`config.mk`:
```
export PLATFORM = sky130hd
export DESIGN_NAME = mem_arbiter
export DESIGN_NICKNAME = d
export VERILOG_FILES = /design/src/rtl/mem_arbiter.sv
export SDC_FILE = /design/constraint.sdc
export NUM_CORES = 1
export LEC_CHECK = 0
export CAP_MARGIN = 20
export CORE_AREA = 2 2 101 103
export CTS_CLUSTER_SIZE = 8
export DETAILED_ROUTE_END_ITERATION = 6
export DIE_AREA = 0 0 103 105
export PLACE_DENSITY = 0.6
export SETUP_SLACK_MARGIN = 0.3
export SKIP_CTS_REPAIR_TIMING = 1
export SLEW_MARGIN = 20
export SYNTH_ARGS = -nofsm -noshare
export SYNTH_HDL_FRONTEND = slang
export SYNTH_SLANG_ARGS = --single-unit
export TNS_END_PERCENT = 1
```
`constraint.sdc`:
```
create_clock -name clk -period 2.85 [get_ports clk]
set_clock_uncertainty 0.15 [all_clocks]
set_input_delay 0.285 -clock clk [delete_from_list [all_inputs] [get_ports clk]]
set_output_delay 0.285 -clock clk [all_outputs]
set_load 0.01 [all_outputs]
```
`src/rtl/mem_arbiter.sv`:
```
// Purpose : shares one memory port between fetch and data requesters (optional dbg port via MEM_ARB_DEBUG_PORT_EN).
// Latency : grant 1 cycle after req in IDLE; ack 1 cycle after mem_ready; abort after TIMEOUT_CYCLES BUSY cycles.
// Backpr. : requesters hold level req until their one-cycle ack; memory stalls via mem_ready, bounded by timeout.
module mem_arbiter #(
  parameter int ADDR_WIDTH     = 16,
  parameter int DATA_WIDTH     = 16,
  parameter int TIMEOUT_CYCLES = 15,
  parameter int STARVE_LIMIT   = 4
) (
  input  logic                  clk,
  input  logic                  reset,
  input  logic                  fetch_req,
  input  logic [ADDR_WIDTH-1:0] fetch_addr,
  output logic                  fetch_ack,
  input  logic                  data_req,
  input  logic                  data_we,
  input  logic [ADDR_WIDTH-1:0] data_addr,
  input  logic [DATA_WIDTH-1:0] data_wdata,
  output logic                  data_ack,
`ifdef MEM_ARB_DEBUG_PORT_EN
  input  logic                  dbg_req,
  input  logic                  dbg_we,
  input  logic [ADDR_WIDTH-1:0] dbg_addr,
  input  logic [DATA_WIDTH-1:0] dbg_wdata,
  output logic                  dbg_ack,
`endif
  output logic [DATA_WIDTH-1:0] rdata,
  output logic                  bus_err,
  output logic                  mem_en,
  output logic                  mem_we,
  output logic [ADDR_WIDTH-1:0] mem_addr,
  output logic [DATA_WIDTH-1:0] mem_wdata,
  input  logic [DATA_WIDTH-1:0] mem_rdata,
  input  logic                  mem_ready
);

  localparam logic [1:0] IDLE = 2'd0;
  localparam logic [1:0] BUSY = 2'd1;
  localparam logic [1:0] ACK  = 2'd2;

  localparam logic [1:0] OWN_FETCH = 2'd0;
  localparam logic [1:0] OWN_DATA  = 2'd1;
  localparam logic [1:0] OWN_DBG   = 2'd2;

  // Last BUSY cycle index before the access is abandoned.
  localparam logic [7:0] TMO_LAST = 8'(TIMEOUT_CYCLES - 1);

  logic [1:0]            state;
  logic [1:0]            owner;
  logic [7:0]            tcnt;

  logic                  grant_vld;
  logic [1:0]            grant_own;
  logic                  grant_we;
  logic [ADDR_WIDTH-1:0] grant_addr;
  logic [DATA_WIDTH-1:0] grant_wdata;

`ifdef MEM_ARB_DEBUG_PORT_EN
  localparam logic [7:0] STARVE_MAX = 8'(STARVE_LIMIT);
  logic [7:0] starve_cnt;
  logic       dbg_force;
  assign dbg_force = dbg_req && (starve_cnt >= STARVE_MAX);
`endif

  // Priority pick among the current requests: (starved dbg) > data > fetch (> dbg).
  always_comb begin
    grant_vld   = 1'b0;
    grant_own   = OWN_FETCH;
    grant_we    = 1'b0;
    grant_addr  = fetch_addr;
    grant_wdata = '0;
`ifdef MEM_ARB_DEBUG_PORT_EN
    if (dbg_force) begin
      grant_vld   = 1'b1;
      grant_own   = OWN_DBG;
      grant_we    = dbg_we;
      grant_addr  = dbg_addr;
      grant_wdata = dbg_wdata;
    end else
`endif
    if (data_req) begin
      grant_vld   = 1'b1;
      grant_own   = OWN_DATA;
      grant_we    = data_we;
      grant_addr  = data_addr;
      grant_wdata = data_wdata;
    end else if (fetch_req) begin
      grant_vld   = 1'b1;
      grant_own   = OWN_FETCH;
    end
`ifdef MEM_ARB_DEBUG_PORT_EN
    else if (dbg_req) begin
      grant_vld   = 1'b1;
      grant_own   = OWN_DBG;
      grant_we    = dbg_we;
      grant_addr  = dbg_addr;
      grant_wdata = dbg_wdata;
    end
`endif
  end

  // IDLE/BUSY/ACK sequencer: latch the winner, run the memory access, pulse the owner's ack.
  always_ff @(posedge clk) begin
    if (reset) begin
      state     <= IDLE;
      owner     <= OWN_FETCH;
      tcnt      <= '0;
      fetch_ack <= 1'b0;
      data_ack  <= 1'b0;
`ifdef MEM_ARB_DEBUG_PORT_EN
      dbg_ack   <= 1'b0;
`endif
      rdata     <= '0;
      bus_err   <= 1'b0;
      mem_en    <= 1'b0;
      mem_we    <= 1'b0;
      mem_addr  <= '0;
      mem_wdata <= '0;
    end else begin
      case (state)
        IDLE: begin
          if (grant_vld) begin
            owner     <= grant_own;
            mem_we    <= grant_we;
            mem_addr  <= grant_addr;
            mem_wdata <= grant_wdata;
            mem_en    <= 1'b1;
            tcnt      <= '0;
            state     <= BUSY;
          end
        end
        BUSY: begin
          if (mem_ready && mem_en) begin
            if (!mem_we) rdata <= mem_rdata;
            mem_en <= 1'b0;
            fetch_ack <= (owner == OWN_FETCH);
            data_ack  <= (owner == OWN_DATA);
`ifdef MEM_ARB_DEBUG_PORT_EN
            dbg_ack   <= (owner == OWN_DBG);
`endif
            state <= ACK;
          end else if (tcnt == TMO_LAST) begin
            rdata   <= '0;
            bus_err <= 1'b1;
            mem_en  <= 1'b0;
            fetch_ack <= (owner == OWN_FETCH);
            data_ack  <= (owner == OWN_DATA);
`ifdef MEM_ARB_DEBUG_PORT_EN
            dbg_ack   <= (owner == OWN_DBG);
`endif
            state <= ACK;
          end else begin
            tcnt <= tcnt + 8'd1;
          end
        end
        ACK: begin
          fetch_ack <= 1'b0;
          data_ack  <= 1'b0;
`ifdef MEM_ARB_DEBUG_PORT_EN
          dbg_ack   <= 1'b0;
`endif
          bus_err   <= 1'b0;
          state     <= IDLE;
        end
        default: state <= IDLE;
      endcase
    end
  end

`ifdef MEM_ARB_DEBUG_PORT_EN
  // Count grants dbg loses while requesting; clear once dbg is served.
  always_ff @(posedge clk) begin
    if (reset) begin
      starve_cnt <= '0;
    end else if (state == IDLE && grant_vld) begin
      if (grant_own == OWN_DBG)
        starve_cnt <= '0;
      else if (dbg_req)
        starve_cnt <= starve_cnt + 8'd1;
    end
  end
`endif

endmodule

```
# After elaboration in Yosys (flattened, before gate mapping)
# Index checks and enable logic that the tools add are counted.
totals:
  ram_bits: 0
  regBits: 65
  inputBits: 70
  romBits: 0
  output_inout_bits: 53
  n_memories: 0
  latchBits: 0
  word_cells: 65
op_classes:
  addsub: 1
  n_mul: 0
  bitwise_logic: 0
  muxes: 30
  n_eq_ne: 10
  shift: 0
  n_lt_le_gt_ge: 0
  n_div: 0
  n_reduce_logical: 13
ops:
  columns: ["cell", "n"]
  rows:
  - ["$mux 16", 5]
  - ["$mux 8", 3]
  - ["$pmux 8 s2", 1]
  - ["$mux 1", 13]
  - ["$ne 2x2->1 const B", 5]
  - ["$reduce_and 3->1", 3]
  - ["$add 8x1->8 const B", 1]
  - ["$eq 8x4->1 const B", 1]
  - ["$pmux 1 s2", 4]
  - ["$mux 2", 3]
  - ["$reduce_and 2->1", 3]
  - ["$reduce_bool 2->1", 3]
  - ["$eq 2x1->1 const B", 2]
  - ["$logic_not 2->1", 2]
  - ["$pmux 2 s2", 1]
  - ["$reduce_and 4->1", 1]
  - ["$ne 3x3->1 const B", 1]
  - ["$eq 2x2->1 const B", 1]
  - ["$logic_and 1x1->1", 1]

# Logic depth before layout (Yosys ltp)
logic_depth:
  depth_word: 4
  mapped_depth: 8
  ltp_nobuf: 6

# Least setup slack after synthesis
# OpenSTA, ideal clock, no wires.
synth_path:
  kind: "flip-flop to flip-flop"
  from: "register state[0]"
  to: "register tcnt[1]"
  synth_period_minus_slack_ps: 1795
  arrival_time_ps: 1528
  path_buffers: 0
  setup_time_ps: 117
  stages_incl_launch_ff: 7
  setup_slack_ps: 1055
  t_required_ps: 2583
  path_cell_list: "dfxtp_1 > inv_1 > ha_1 > or3b_1 > o21ai_0 > nor3_1 > a22o_1"
synth_via:
  elab_chain_cells: 3
  word_cells_on_any_way: 8
  classes_between: "eq/ne (4); mux (1); reduce/logical (3)"
synth_rtl:
  columns: ["item", "line_no", "text"]
  rows:
  - ["from (decl)", "48", "logic [1:0] state;"]
  - ["from (signal assigned)", "105", "state <= IDLE;"]
  - ["from (signal assigned)", "129", "state <= BUSY;"]
  - ["from (signal assigned)", "141", "state <= ACK;"]
  - ["$eq 2x1->1 / $logic_not 2->1 (equally long branches)", "120", "case (state)"]
  - ["$ne 2x2->1 (no line) / $reduce_bool 2->1 (equally long branches)", null, null]
  - ["$reduce_and 4->1 (no line)", null, null]
  - ["to (signal assigned)", "153", "tcnt <= tcnt + 8'd1;"]
  - ["to (decl)", "50", "logic [7:0] tcnt;"]
# Several ways; a longest one is shown, not always the timed one.
# A chain may end at the register's enable or synchronous reset.

# Worst setup path after layout
layout_path:
  from: "register state[1]"
  to: "register tcnt[7]"
# The elaborated chain is that of the path after synthesis.

==> flow_metrics.env <==
export IMPL_status="completed"
export IMPL_hpwl_mm=5.73
export IMPL_die_area_um2=10800
export IMPL_cp_end_kind="flop"
export IMPL_insertion_delay_ns=0.34
export IMPL_cp_start_kind="flop"
export IMPL_rows=36
export IMPL_wl_met2_mm=3.75
export IMPL_grt_pass1_wl_mm=13.1
export IMPL_clkSlewWorstSetupHoldPaths_ns=0.08
export IMPL_routedWlPerCell_um=13.6
export IMPL_final_common_cell="clkdlybuf4s50_1"
export IMPL_grt_max_degree=37
export IMPL_layout_setup_ws_ns=0.551
export IMPL_synth_cells=334
export IMPL_met3_length_um=728
export IMPL_final_cell_mix="clkdlybuf4s50_1, dfxtp_1, nand2_1"
export IMPL_drt_met1_wl_mm=3.49
export IMPL_multiInputGateArea_um2=1420
export IMPL_antenna_found_initial=0
export IMPL_holdWs_ns=0.224
export IMPL_area_delta_synth_final_pct=55.6
export IMPL_cp_cell_sequence="inv_1, ha_1, inv_2, or3_1, or3_1, a31oi_1"
export IMPL_crit_required_ns=2.98
export IMPL_slew_limit_headroom_pct=49.7
export IMPL_n_fill_cell=966
export IMPL_port_buffers=122
export IMPL_irDropWorstVdd_uv=312
export IMPL_hold_path_class="input pin to flop"
export IMPL_viasPerCell=4.83
export IMPL_synth_seq_cells=64
export IMPL_initial_core_util_pct=29.4
export IMPL_routabilityCongestion=0.835
export IMPL_drv_slew=0
export IMPL_async_flop_share_pct=0
export IMPL_path_class="flop to flop"
export IMPL_worstPathArrival_ns=2.43
export IMPL_grt_pass1_vias=2730
export IMPL_h_tree_depth=3
export IMPL_grt_ovfl_total=0
export IMPL_core_area_um2=9640
export IMPL_die_w_um=103
export IMPL_io_pins=123
export IMPL_power_density_nw_per_um2=594
export IMPL_hold_viol=0
export IMPL_setup_viol=0
export IMPL_seq_area_um2=1280
export IMPL_cp_common_cell="or3_1"
export IMPL_max_stage_delay_ns=0.61
export IMPL_dr_first_iter_drc_count=116
export IMPL_drc_errors=0
export IMPL_syn_nets=409
export IMPL_dp_slack_ns=0.572
export IMPL_rsz0062_at_grt="false"
export IMPL_synth_main_ff_cell="dfxtp_1"
export IMPL_finalWirelength_mm=8.04
export IMPL_cts_root_buffer="clkbuf_8"
export IMPL_cts_tree="done"
export IMPL_clk_path_buf_depth=2
export IMPL_final_util_pct=45.7
export IMPL_timing_final_crit_period_ns=2.30
export IMPL_ys_warnings_count=0
export IMPL_timing_setup_tns_ns=0
export IMPL_drv_cap=0
export IMPL_crit_fanout=19
export IMPL_p_leak_nw=1.58
export IMPL_synth_edff_count=0
export IMPL_highest_layer="met4"
export IMPL_crit_slowest_cell="ha_1"
export IMPL_ys_seq_area_share_pct=45.2
export IMPL_syn_area_um2=2830
export IMPL_layout_nets=528
export IMPL_vias=2856
export IMPL_syn_area_per_cell_um2=8.48
export IMPL_ant_nets=0
export IMPL_track_usage_pct=15.2
export IMPL_antenna_cells=0
export IMPL_drive_gt1_share_pct=8.30
export IMPL_period_share_pct=80.7
export IMPL_worst_slew_pin_slew_ns=0.746
export IMPL_detail_route_first_pass_iterations=5
export IMPL_die_h_um=105
export IMPL_cts_buffers=9
export IMPL_max_freq_ghz=0.435
export IMPL_clock_sinks=64
export IMPL_synth_cell_type_count=48
==> cells by family after synthesis <==
logic type	synth area share, %
and+or+nand+nor	20.6
DFF	45.2
AOI/OAI and AO/OA	20.8
muxes	6.41
buffers and inverters	4.73
adders and majority gates	2.21
==> registers in the layout, indices dropped and copies added (netlist names) <==
name / count
bus_err: 1
data_ack: 1
fetch_ack: 1
mem_addr: 16
mem_en: 1
mem_wdata: 16
mem_we: 1
owner: 1
rdata: 16
state: 2
tcnt: 8
==> final timing paths <==
check | startpoint | endpoint | slack [ns] | cells past startpoint
worst max-delay path | state[1] | tcnt[7] | 0.55 | 6
worst min-delay path | data_req | state[1] | 0.22 | 3
worst max register to register | state[1] | tcnt[7] | 0.55 | 6
worst min register to register | mem_wdata[11] | mem_wdata[11] | 0.31 | 2
==> worst max-delay path: cells and delay by family, from the launching register on <==
kind | cells | cell delay (ns)
adder cells (fa/ha/maj) | 1 | 0.61
flip-flops | 1 | 0.34
buffers and inverters | 2 | 0.28
AO/OA/AOI/OAI | 1 | 0.16
AND/OR/NAND/NOR | 2 | 0.69
==> through the flow <==
step	power, mW	instance area [µm²]	cells
after floorplan	1.41	2830	334
after global placement	1.75	4180	575
after detailed placement	1.76	4180	575
after CTS	2.66	4410	591
after global routing	2.77	4410	591
final	2.62	4410	591
==> synthesized netlist by cell type, types with 2 or more instances <==
| library cell | count | share of area [%] |
|---|---|---|
| dfxtp_1 | 64 | 45 |
| nand2_1 | 45 | 6.0 |
| a21oi_1 | 37 | 6.5 |
| nand3_1 | 24 | 4.2 |
| nor2_1 | 22 | 2.9 |
| a211oi_1 | 17 | 4.5 |
| mux2i_1 | 17 | 6.0 |
| clkbuf_1 | 15 | 2.0 |
| o21ai_0 | 9 | 1.6 |
| o21ai_1 | 8 | 1.4 |
| a31oi_1 | 7 | 1.5 |
| buf_2 | 5 | 0.88 |
| ha_1 | 5 | 2.2 |
| nand4_1 | 5 | 1.1 |
| inv_1 | 4 | 0.53 |
| nor3_1 | 4 | 0.71 |
| o21ai_2 | 4 | 1.2 |
| and2_1 | 3 | 0.66 |
| buf_1 | 3 | 0.40 |
| and3_1 | 2 | 0.44 |
| buf_6 | 2 | 0.80 |
| nand2b_1 | 2 | 0.44 |
| nand4b_1 | 2 | 0.62 |
| nor2b_1 | 2 | 0.44 |
| or3_1 | 2 | 0.44 |
| or4_1 | 2 | 0.53 |
==> metal layers <==
metal	global-route usage (%)	vias to the layer above
li1	-	1441
met4	4.23	0
met5	0	-
met1	19.2	1298
met2	23.3	107
met3	6.62	10
==> report_power, final <==
part	total [mW]	leakage (nW)	switching, mW	internal (mW)
sequential	1.03	0.524	0.0514	0.981
clock	0.886	0.109	0.367	0.519
combinational	0.701	0.946	0.357	0.344
==> area by class of cell <==
cell class	count	area share (%)
Clock inverter	6	2.10
Clock buffer	10	3.12
Multi-Input combinational cell	240	32.1
Tap cell	133	3.78
Sequential cell	64	29.1
Timing Repair Buffer	133	29.4
Inverter	5	0.426
Power figures use the tool's default switching activity.
